--- src/rtl/exu_seq_if.sv ---
// Handshake bundle between the issue stage, exu_seq and the result consumer.
// Latency: none, wiring only.
// Backpressure: carries in_valid/in_ready on the operand side and out_valid/out_ready on the result side.
// Ports (modport slave = execute unit, master = upstream/downstream driver):
//   in_valid/in_ready, src1, src2, imm, use_imm, op : operand bundle
//   out_valid/out_ready, result, illegal            : result bundle
interface exu_seq_if #(
  parameter int XLEN = 32
);
  logic            in_valid;
  logic            in_ready;
  logic [XLEN-1:0] src1;
  logic [XLEN-1:0] src2;
  logic [XLEN-1:0] imm;
  logic            use_imm;
  logic [3:0]      op;
  logic            out_valid;
  logic            out_ready;
  logic [XLEN-1:0] result;
  logic            illegal;

  modport master (
    output in_valid, src1, src2, imm, use_imm, op, out_ready,
    input  in_ready, out_valid, result, illegal
  );

  modport slave (
    input  in_valid, src1, src2, imm, use_imm, op, out_ready,
    output in_ready, out_valid, result, illegal
  );
endinterface

--- src/rtl/exu_seq.sv ---
// Execute unit: XLEN-wide ALU plus iterative shift-add multiply and restoring divide.
// Latency: 1 cycle for ALU/illegal ops, XLEN+1 cycles for MUL (and DIVU/REMU when enabled).
// Backpressure: result held in DONE until out_ready; in_ready only in IDLE (max one op per 2 clk).
// Ports: clk, rst_n (synchronous, active-low), bus (exu_seq_if.slave: operand and result handshakes).
// Build option: define EXU_SEQ_DIV_EN to include the divider; otherwise ops 11/12 report illegal.
module exu_seq #(
  parameter int XLEN = 32
) (
  input  logic      clk,
  input  logic      rst_n,
  exu_seq_if.slave  bus
);
  localparam int SHAMT_W = $clog2(XLEN);

  localparam logic [3:0] OP_ADD  = 4'd0;
  localparam logic [3:0] OP_SUB  = 4'd1;
  localparam logic [3:0] OP_CMPU = 4'd2;
  localparam logic [3:0] OP_CMPS = 4'd3;
  localparam logic [3:0] OP_SRL  = 4'd4;
  localparam logic [3:0] OP_SRA  = 4'd5;
  localparam logic [3:0] OP_SLL  = 4'd6;
  localparam logic [3:0] OP_AND  = 4'd7;
  localparam logic [3:0] OP_OR   = 4'd8;
  localparam logic [3:0] OP_XOR  = 4'd9;
  localparam logic [3:0] OP_MUL  = 4'd10;
`ifdef EXU_SEQ_DIV_EN
  localparam logic [3:0] OP_DIVU = 4'd11;
  localparam logic [3:0] OP_REMU = 4'd12;
`endif

  typedef enum logic [1:0] {
    IDLE = 2'd0,
    BUSY = 2'd1,
    DONE = 2'd2
  } state_t;

  state_t state, state_nxt;

  logic [XLEN-1:0]    op_a, op_b;
  logic [SHAMT_W-1:0] shamt;
  logic               multi;
  logic               last;
  logic [XLEN-1:0]    alu_res;
  logic               alu_ill;

  // Iteration registers. MUL: x = multiplicand (shifts left), y = multiplier
  // (shifts right), acc = partial product. DIV: x = dividend shifting out /
  // quotient shifting in, y = divisor, acc = partial remainder.
  logic [XLEN-1:0]    x_q, y_q, acc_q;
  logic [SHAMT_W-1:0] cnt;
  logic [XLEN-1:0]    result_q;
  logic               illegal_q;
  logic [XLEN-1:0]    mul_acc_nxt;

  assign op_a  = bus.src1;
  assign op_b  = bus.use_imm ? bus.imm : bus.src2;
  assign shamt = op_b[SHAMT_W-1:0];
  assign last  = (cnt == SHAMT_W'(XLEN - 1));

  assign mul_acc_nxt = y_q[0] ? (acc_q + x_q) : acc_q;

`ifdef EXU_SEQ_DIV_EN
  logic            div_q;   // iterative op is a divide, not a multiply
  logic            rem_q;   // divide returns the remainder
  logic [XLEN:0]   div_shift, div_trial;
  logic            div_ge;
  logic [XLEN-1:0] rem_nxt, quo_nxt;

  assign multi = (bus.op == OP_MUL) || (bus.op == OP_DIVU) || (bus.op == OP_REMU);

  // Partial remainder is always below the divisor, so the trial difference
  // fits in XLEN+1 bits and its top bit is a clean sign. A zero divisor never
  // borrows, which yields an all-ones quotient and remainder == dividend.
  assign div_shift = {acc_q, x_q[XLEN-1]};
  assign div_trial = div_shift - {1'b0, y_q};
  assign div_ge    = ~div_trial[XLEN];
  assign rem_nxt   = div_ge ? div_trial[XLEN-1:0] : div_shift[XLEN-1:0];
  assign quo_nxt   = {x_q[XLEN-2:0], div_ge};
`else
  assign multi = (bus.op == OP_MUL);
`endif

  // Single-cycle datapath. MUL/DIVU/REMU fall into the default arm, but when
  // they are iterative the accept logic ignores this output; without the
  // divider, 11/12 land here as illegal with a zero result.
  always_comb begin
    alu_res = '0;
    alu_ill = 1'b0;
    case (bus.op)
      OP_ADD:  alu_res = op_a + op_b;
      OP_SUB:  alu_res = op_a - op_b;
      OP_CMPU: alu_res = (op_a == op_b) ? XLEN'(0) : (op_a > op_b) ? XLEN'(2) : XLEN'(4);
      OP_CMPS: alu_res = (op_a == op_b) ? XLEN'(0) :
                         ($signed(op_a) > $signed(op_b)) ? XLEN'(2) : XLEN'(4);
      OP_SRL:  alu_res = op_a >> shamt;
      OP_SRA:  alu_res = XLEN'($signed(op_a) >>> shamt);
      OP_SLL:  alu_res = op_a << shamt;
      OP_AND:  alu_res = op_a & op_b;
      OP_OR:   alu_res = op_a | op_b;
      OP_XOR:  alu_res = op_a ^ op_b;
      default: alu_ill = 1'b1;
    endcase
  end

  always_ff @(posedge clk) begin
    if (!rst_n) state <= IDLE;
    else        state <= state_nxt;
  end

  always_comb begin
    state_nxt     = state;
    bus.in_ready  = 1'b0;
    bus.out_valid = 1'b0;
    case (state)
      IDLE: begin
        bus.in_ready = 1'b1;
        if (bus.in_valid) state_nxt = multi ? BUSY : DONE;
      end
      BUSY: begin
        if (last) state_nxt = DONE;
      end
      DONE: begin
        bus.out_valid = 1'b1;
        if (bus.out_ready) state_nxt = IDLE;
      end
      default: state_nxt = IDLE;
    endcase
  end

  always_ff @(posedge clk) begin
    if (!rst_n) begin
      x_q       <= '0;
      y_q       <= '0;
      acc_q     <= '0;
      cnt       <= '0;
      result_q  <= '0;
      illegal_q <= 1'b0;
`ifdef EXU_SEQ_DIV_EN
      div_q     <= 1'b0;
      rem_q     <= 1'b0;
`endif
    end else begin
      case (state)
        IDLE: begin
          if (bus.in_valid) begin
            x_q   <= op_a;
            y_q   <= op_b;
            acc_q <= '0;
            cnt   <= '0;
`ifdef EXU_SEQ_DIV_EN
            div_q <= (bus.op == OP_DIVU) || (bus.op == OP_REMU);
            rem_q <= (bus.op == OP_REMU);
`endif
            if (multi) begin
              illegal_q <= 1'b0;
            end else begin
              result_q  <= alu_res;
              illegal_q <= alu_ill;
            end
          end
        end
        BUSY: begin
          // cnt wraps back to 0 after the last step
          cnt <= cnt + 1'b1;
`ifdef EXU_SEQ_DIV_EN
          if (div_q) begin
            acc_q <= rem_nxt;
            x_q   <= quo_nxt;
            if (last) result_q <= rem_q ? rem_nxt : quo_nxt;
          end else
`endif
          begin
            acc_q <= mul_acc_nxt;
            x_q   <= x_q << 1;
            y_q   <= y_q >> 1;
            if (last) result_q <= mul_acc_nxt;
          end
        end
        default: ;
      endcase
    end
  end

  assign bus.result  = result_q;
  assign bus.illegal = illegal_q;
endmodule
--- src/flat_wrapper.sv ---
// flat-port wrapper written by rule: the top's interface ports become plain ports
module exu_seq_flat 
#(
  parameter int XLEN = 32
)
  (clk, rst_n, bus_in_valid, bus_src1, bus_src2, bus_imm, bus_use_imm, bus_op, bus_out_ready, bus_in_ready, bus_out_valid, bus_result, bus_illegal);
  exu_seq_if #(.XLEN(XLEN)) bus_i ();
  input  logic clk;
  input  logic rst_n;
  input wire logic [$bits(bus_i.in_valid)-1:0] bus_in_valid;
  input wire logic [$bits(bus_i.src1)-1:0] bus_src1;
  input wire logic [$bits(bus_i.src2)-1:0] bus_src2;
  input wire logic [$bits(bus_i.imm)-1:0] bus_imm;
  input wire logic [$bits(bus_i.use_imm)-1:0] bus_use_imm;
  input wire logic [$bits(bus_i.op)-1:0] bus_op;
  input wire logic [$bits(bus_i.out_ready)-1:0] bus_out_ready;
  output wire logic [$bits(bus_i.in_ready)-1:0] bus_in_ready;
  output wire logic [$bits(bus_i.out_valid)-1:0] bus_out_valid;
  output wire logic [$bits(bus_i.result)-1:0] bus_result;
  output wire logic [$bits(bus_i.illegal)-1:0] bus_illegal;
  assign bus_i.in_valid = bus_in_valid;
  assign bus_i.src1 = bus_src1;
  assign bus_i.src2 = bus_src2;
  assign bus_i.imm = bus_imm;
  assign bus_i.use_imm = bus_use_imm;
  assign bus_i.op = bus_op;
  assign bus_i.out_ready = bus_out_ready;
  assign bus_in_ready = bus_i.in_ready;
  assign bus_out_valid = bus_i.out_valid;
  assign bus_result = bus_i.result;
  assign bus_illegal = bus_i.illegal;
  exu_seq #(.XLEN(XLEN)) u_core (.clk(clk), .rst_n(rst_n), .bus(bus_i));
endmodule
--- config.mk ---
export PLATFORM = sky130hd
export DESIGN_NAME = exu_seq_flat
export DESIGN_NICKNAME = d
export VERILOG_FILES = /design/src/rtl/exu_seq_if.sv /design/src/rtl/exu_seq.sv /design/src/flat_wrapper.sv
export SDC_FILE = /design/constraint.sdc
export NUM_CORES = 1
export LEC_CHECK = 0
export BUFFER_PORTS_ARGS = -buffer_cell sky130_fd_sc_hd__buf_2
export CAP_MARGIN = 20
export CORE_ASPECT_RATIO = 0.8
export CORE_UTILIZATION = 55
export CTS_CLUSTER_SIZE = 20
export DETAILED_ROUTE_END_ITERATION = 7
export GPL_TIMING_DRIVEN = 0
export MAX_ROUTING_LAYER = met4
export PLACE_DENSITY = 0.74
export RECOVER_POWER = 100
export REMOVE_ABC_BUFFERS = 1
export SLEW_MARGIN = 10
export SYNTH_ARGS = -nofsm -noshare
export SYNTH_HDL_FRONTEND = slang
export SYNTH_SLANG_ARGS = --single-unit
--- constraint.sdc ---
create_clock -name clk -period 14.1 [get_ports clk]
set_input_delay 0 -clock clk [delete_from_list [all_inputs] [get_ports clk]]
set_output_delay 0 -clock clk [all_outputs]
set_load 0.01 [all_outputs]
==> flow_summary.yaml, run 1 <==
die:
  start_util_pct: 56.58
  die_area_sq_um: 31270
  height_of_the_die_um: 158.4
  num_rows: 56
  fp.dieW_um: 197.5
  io_pins: 140
  design.core.area_sq_um: 29710
timing:
  grt_setup_unrepaired: "false"
  slew_headroom_pct: -77.26
  setup_tns_ns: 0
  maxSlewViolCount: 293
  timing.fmax_mhz: 143.5
  worstMarginPinSlew_ns: 2.659
  finalClockSkew_ns: 0.01308
  setup_viol: 0
  timing.final.hold_violations: 0
  finalWorstPathRequiredPeriod_ns: 6.969
  min_period_over_period_pct: 49.42
logic_synthesis:
  yosysSeqAreaShare_pct: 16.20
  synth-async-reset-ratio_pct: 0
  yosysWarningCount: 0
  synthesis.area_sq_um: 16810
  synthesis.instances: 2328
  yosysMostFrequentCell: "nor2_1"
  syn_area_per_cell_sq_um: 7.220
  ys_types: 82
  synth.largest_area_cell: "dfxtp_1"
  synth_top_area_share_pct: 16.20
  postSynthRegisterBits: 136
  netlist_top_cells_area: "dfxtp_1, ha_1, mux2i_1"
  synth.top_cells.by_count: "nor2_1, nand2_1, a21oi_1, o21ai_0, clkbuf_1"
  synth_flop_cell: "dfxtp_1"
  synth_enable_flop_cells: 0
clocking:
  clock_insertion_delay_worst_skew_ns: 0.46
  clock_tree.root_cell: "clkbuf_16"
  cts_buffer_depth: 2
  cts_made_buffers: 17
  cts.clk_slew.worst_paths_ns: 0.06
  tritoncts_clock_tree: "done"
  clock_sink_count: 136
  ctsHtreeMaxLevel: 4
  cts_setup_buffers: 0
global_routing:
  grt.total_usage_pct: 49.57
  grt_remaining_overflow: 0
  grt_max_degree: 67
  first_global_vias: 18250
  grt_pass1_wl_mm: 112.7
  grt_antenna_before_repair: 4
pwr:
  power.sequential.fraction_pct: 27.1
  p_sw_share_pct: 43.15
  post-layout-total-power_mw: 1.605
  power.ir.vdd_worst_mv: 0.08167
  clock_power_share_pct: 30.0
  switching_power_mw: 0.6926
  power_density_nw_per_um2: 85.92
  static-leakage-power_nw: 7.903
  share_comb_of_total_power_pct: 43.0
  p_int_mw: 0.9127
layout:
  design.final.nets: 2596
  finalNonFillerCells: 2781
  post-route-util_pct: 62.90
  syn_to_layout_area_delta_pct: 11.17
  post_route_cells_drive_above_1_share_pct: 11.13
routing:
  route.detailed.drc: 0
  drt_initial_violations: 3122
  routed_wire_length_per_instance_um: 27.56
  vias_per_cell: 7.170
  drtAntennaViolNets: 0
  totalWireLength_mm: 76.64
  vias: 19940
  drt_pass1_iterations: 8
run_status:
  outcome: "finished with violations"
  failed_checks: "max-capacitance violations, max-slew violations"
placement:
  place_inst: 2719
  globalplace.congestion: 1.075
  buffer_ports.inserted: 139
  dpl.hpwl_mm: 56.12
setup_path:
  arrival_ns: 7.28
  crit_path_end_kind: "register"
  cp.required_ns: 14.41
  crit_fanout: 23
  worstSetupStartpointType: "primary input"
  timing_worst_setup_path_type: "in2reg"
worst_hold_path:
  min_path_type: "in2reg"
run:
  maxCapViolCount: 9
[flip-flops by register name, summed over array words and instances, names as in the netlist]
signal	cells
u_core.bus.illegal	1
u_core.acc_q	32
u_core.state	2
u_core.y_q	32
u_core.cnt	5
u_core.x_q	32
u_core.bus.result	32
[critical path: stages]
cell	delay [ns]
buf_2	0.42
buf_12	0.28
mux2i_1	1.97
ha_1	0.63
nor3_1	0.91
o21ai_0	0.42
a21oi_1	0.52
o211ai_1	0.27
a21oi_1	0.47
o21ai_0	0.33
o21a_1	0.26
o21bai_1	0.15
a21oi_1	0.41
a41oi_1	0.18
[kinds of logic (layout without fill, tap and decap cells)]
group                      count (synthesis)  in the layout  synth area share (%)
muxes                                    172            172                 13.03
AOI/OAI and AO/OA                        790            790                 31.23
other                                      0              4                     0
and+or+nand+nor                          759            759                 20.26
buffers and inverters                    289            332                 6.692
DFF                                      136            136                 16.20
adders and majority gates                133            133                 10.03
xor gates and xnor gates                  49             49                 2.553
[power by group through the flow]
stage / clock, mW / combinational [mW] / sequential (mW)
5_1_grt: 0.491 / 0.720 / 0.437
3_3_place_gp: 0 / 0.620 / 0.442
3_5_place_dp: 0 / 0.650 / 0.441
6_report: 0.481 / 0.690 / 0.435
4_1_cts: 0.478 / 0.661 / 0.433
2_1_floorplan: 0 / 0.400 / 0.440
[routing by layer]
| metal | vias up | GRT usage, % | wire length (um) |
|---|---|---|---|
| li1 | 8666 | - | - |
| met1 | 9323 | 63.15 | 30200 |
| met2 | 1633 | 71.01 | 31530 |
| met3 | 317 | 14.36 | 10700 |
| met4 | 0 | 25.25 | 4204 |
| met5 | - | - | 0 |
[per-stage QoR]
step	area, sq um	worst slack, ns	hold WS (ns)
after floorplan	16080	6.493	0.1293
after global placement	17280	0.8307	0.2695
after detailed placement	18020	8.394	0.2640
after CTS	18870	8.843	0.001038
after global routing	18680	6.859	0.02994
final	18690	7.131	0.02673
[layout by cell type (no fill, tap or decap), types with 14 or more instances in the layout]
cell,count
clkbuf_1,41
a211oi_1,32
a21o_1,31
a311oi_1,38
nand2b_1,18
xnor2_1,34
o221a_2,35
nor2_1,257
dfxtp_1,135
xor2_1,15
o31ai_1,16
inv_1,98
o21bai_1,18
clkbuf_16,17
a21oi_1,228
nor2b_1,50
nand3_1,47
a31oi_1,43
dlygate4sd3_1,26
o211ai_1,35
ha_1,130
o21ai_0,157
a22oi_1,19
a221oi_1,30
buf_2,104
nor3_1,47
mux4_2,31
nand4_1,14
nand2_1,246
mux2i_1,126
and3_1,21
[cell type report]
type / count / area, sq um
Antenna cell: 4 / 10.01
Tap cell: 406 / 508.0
Clock inverter: 14 / 165.2
Sequential cell: 136 / 2724
Fill cell: 2738 / 11020
Timing Repair Buffer: 195 / 1448
Inverter: 105 / 400.4
Clock buffer: 18 / 429.2
Multi-Input combinational cell: 1903 / 13000
[final timing paths]
path | start | to | slack (ns) | cells past startpoint
setup / recovery | bus_use_imm | u_core.bus.result[31] | 7.13 | 14
hold reg to reg | u_core.acc_q[16] | u_core.acc_q[16] | 0.48 | 2
setup reg to reg | u_core.state[0] | u_core.y_q[9] | 7.23 | 6
hold / removal | bus_src1[19] | u_core.x_q[19] | 0.03 | 3
[what timing repair did]
action / in CTS / in global routing
resized for setup: 0 / 0
hold buffers: 26 / 0
hold endpoints to repair: 26 / 0
(Power assumes the default switching activity.)
==> run 2: changes to the inputs <==
ABC_AREA = 1   (was unset)
clock period = 6.45 ns   (was 14.1 ns; I/O delays follow)
==> run 2 against run 1 <==
The run now ends clean; utilization down 1.4 points; critical path depth down 2; die area up 6.4%; area after synthesis up 6.4%; design area up 4.4%; critical endpoint is now u_core.bus.result[6]; power up 120%; largest cell class unchanged; worst hold slack better by 0.060 ns.
==> flow_summary.yaml, run 2 <==
run_status:
  outcome: "complete, no violations"
timing:
  finalWorstPathRequiredPeriod_ns: 5.731
  setup_tns_ns: 0
  timing.final.hold_violations: 0
  worstMarginPinSlew_ns: 1.223
  grt_setup_unrepaired: "false"
  min_period_over_period_pct: 88.85
  finalClockSkew_ns: 0.01712
  maxSlewViolCount: 0
  hold_ws_ns: 0.08656
  setup_viol: 0
  slew_headroom_pct: 18.40
  timing.fmax_mhz: 174.5
clocking:
  clock_sink_count: 136
  cts.clk_slew.worst_paths_ns: 0.08
  cts_setup_buffers: 0
  cts_made_buffers: 17
  tritoncts_clock_tree: "done"
  clock_insertion_delay_worst_skew_ns: 0.47
  cts_buffer_depth: 2
  clock_tree.root_cell: "clkbuf_16"
  ctsHtreeMaxLevel: 4
logic_synthesis:
  synth_enable_flop_cells: 0
  syn_area_per_cell_sq_um: 5.452
  synthesis.instances: 3282
  synth_flop_cell: "dfxtp_1"
  postSynthRegisterBits: 136
  ys_types: 52
  synth-async-reset-ratio_pct: 0
  yosysMostFrequentCell: "nand2_1"
  synth.largest_area_cell: "nand2_1"
  yosysSeqAreaShare_pct: 15.22
  synth_top_area_share_pct: 20.85
  netlist_top_cells_area: "nand2_1, dfxtp_1, nand3_1"
  synth.top_cells.by_count: "nand2_1, nand3_1, inv_1, nor2_1, a21oi_1"
  yosysWarningCount: 0
  synthesis.area_sq_um: 17890
layout:
  most-common-layout-cells: "nand2_1, nand3_1, inv_1"
  post_route_cells_drive_above_1_share_pct: 5.933
  stdcell_area_sq_um: 19500
  finalNonFillerCells: 3757
  mostFrequentLayoutCell: "nand2_1"
  n_fill_cell: 3190
  design.final.nets: 3562
  multi_input_comb_area_sq_um: 13160
  final-seq-area_sq_um: 2724
  syn_to_layout_area_delta_pct: 9.007
  antenna-diode-count: 0
setup_path:
  crit_path_end_kind: "register"
  rr_endpoint: "u_core.bus.result[6]"
  reg2regPathDepth: 12
  cp.required_ns: 6.79
  worst_path_dominant_cell_family: "buffers and inverters"
  worstSetupStartpointType: "register"
  arrival_ns: 6.07
  timing_worst_setup_path_type: "reg2reg"
  r2r_slack_ns: 0.72
  critPathMaxStageDelay_ns: 0.85
  crit_fanout: 70
  critPathSlowestCell: "nor3_4"
  critPathCapture: "u_core.bus.result[6]"
  timing.critical_path.buf_inv: 7
  startpoint: "u_core.state[0]"
  worst-path-stages: 12
  regToRegStartpoint: "u_core.state[0]"
  cell_breakdown_of_the_critical_path: "inv_1 > nor2_4 > buf_16 > inv_4 > buf_16 > nand2_4 > inv_4 > nor3_4 > buf_8 > inv_1 > a31oi_1 > a21oi_1"
pwr:
  switching_power_mw: 1.646
  power.sequential.fraction_pct: 27.0
  p_sw_share_pct: 47.40
  clock_power_share_pct: 29.7
  static-leakage-power_nw: 9.539
  p_int_mw: 1.827
  share_comb_of_total_power_pct: 43.4
  post-layout-total-power_mw: 3.472
  power_density_nw_per_um2: 178.0
  power.ir.vdd_worst_mv: 0.1432
global_routing:
  grt.total_usage_pct: 50.61
  grt_max_degree: 76
  first_global_vias: 21170
  grt_antenna_before_repair: 0
  grt_remaining_overflow: 0
  grt_pass1_wl_mm: 124.1
placement:
  buffer_ports.inserted: 139
  globalplace.congestion: 1.086
  place_inst: 3688
  place_area_sq_um: 18610
  dpl.hpwl_mm: 62.45
routing:
  vias: 23940
  route.detailed.drc: 0
  drt_pass1_iterations: 7
  vias_per_cell: 6.373
  drt_initial_violations: 4299
  drtAntennaViolNets: 0
  routed_wire_length_per_instance_um: 22.19
  totalWireLength_mm: 83.37
die:
  io_pins: 140
  num_rows: 58
  start_util_pct: 56.42
  fp.dieW_um: 203.7
  height_of_the_die_um: 163.3
  die_area_sq_um: 33260
  design.core.area_sq_um: 31710
run:
  maxCapViolCount: 0
worst_hold_path:
  min_path_type: "in2reg"
==> run 2: cell types whose count changed after synthesis, moves of 40 or more <==
| cell | previous run | this run |
|---|---|---|
| clkbuf_1 | 145 | 72 |
| inv_1 | 99 | 318 |
| nand3_1 | 47 | 465 |
| nor2b_1 | 51 | 0 |
| a21oi_1 | 228 | 268 |
| mux2i_1 | 127 | 1 |
| nand2_1 | 246 | 994 |
| o21ai_0 | 157 | 245 |
| buf_2 | 18 | 60 |
==> run 2: worst min path at each step <==
stage	start	endpoint	cells after the start
5_1_grt	bus_op[2]	u_core.state[0]	4
4_1_cts	bus_src2[31]	u_core.y_q[31]	5
6_report	bus_src2[31]	u_core.y_q[31]	5
2_1_floorplan	rst_n	u_core.bus.result[0]	2
3_3_place_gp	bus_out_ready	u_core.state[1]	4
3_5_place_dp	bus_out_ready	u_core.state[1]	4
==> run 2: logic make-up after synthesis <==
| logic type | after synthesis | share of synthesized area, % |
|---|---|---|
| AND/OR/NAND/NOR | 1855 | 43.69 |
| AO/OA/AOI/OAI | 658 | 19.98 |
| buffers and inverters | 493 | 11.34 |
| flip-flops | 136 | 15.22 |
| adder cells (fa/ha/maj) | 133 | 9.427 |
| XOR/XNOR | 6 | 0.2937 |
| multiplexers | 1 | 0.05595 |
==> run 2: timing repair <==
action,4_1_cts,5_1_grt
gates resized for setup,0,0
endpoints found under the setup margin,0,0
hold buffers,36,0
endpoints found under the hold margin,35,0
==> run 2: power groups by stage <==
stage                     clock [mW]  combinational [mW]  sequential [mW]
after floorplan                    0               0.893            0.950
after global placement             0                1.35            0.951
after detailed placement           0                1.40            0.950
after CTS                       1.01                1.42            0.932
after global routing            1.05                1.61            0.939
final                           1.03                1.51            0.936
==> run 2: per-layer routing <==
layer | global-route usage (%) | vias up | part of all wire, %
met1 | 66.93 | 10720 | 40
met3 | 17.22 | 309 | 16
met5 | - | - | 0
met2 | 67.04 | 1968 | 38
met4 | 25.63 | 0 | 5.6
li1 | - | 10950 | -
==> run 2: per-stage QoR <==
| stage | utilization (%) | setup slack, ns |
|---|---|---|
| floorplan | - | 0.6650 |
| global placement | 57.78 | -4.060 |
| detailed placement | 58.67 | 1.303 |
| CTS | 61.58 | 1.390 |
| global route | 61.50 | 0.5192 |
| finish | 61.50 | 0.7195 |
==> run 2: area by class of cell <==
| type | count | share of cell area [%] |
|---|---|---|
| Sequential cell | 136 | 13.97 |
| Clock inverter | 14 | 0.6800 |
| Tap cell | 420 | 2.694 |
| Multi-Input combinational cell | 2653 | 67.47 |
| Inverter | 329 | 6.396 |
| Timing Repair Buffer | 187 | 6.595 |
| Clock buffer | 18 | 2.200 |
==> run 2: worst register-to-register path: stages (launching register included) <==
cell	delay [ns]
dfxtp_1	0.36
inv_1	0.08
nor2_4	0.70
buf_16	0.28
inv_4	0.31
buf_16	0.32
nand2_4	0.60
inv_4	0.58
nor3_4	0.87
buf_8	0.29
inv_1	0.54
a31oi_1	0.56
a21oi_1	0.12
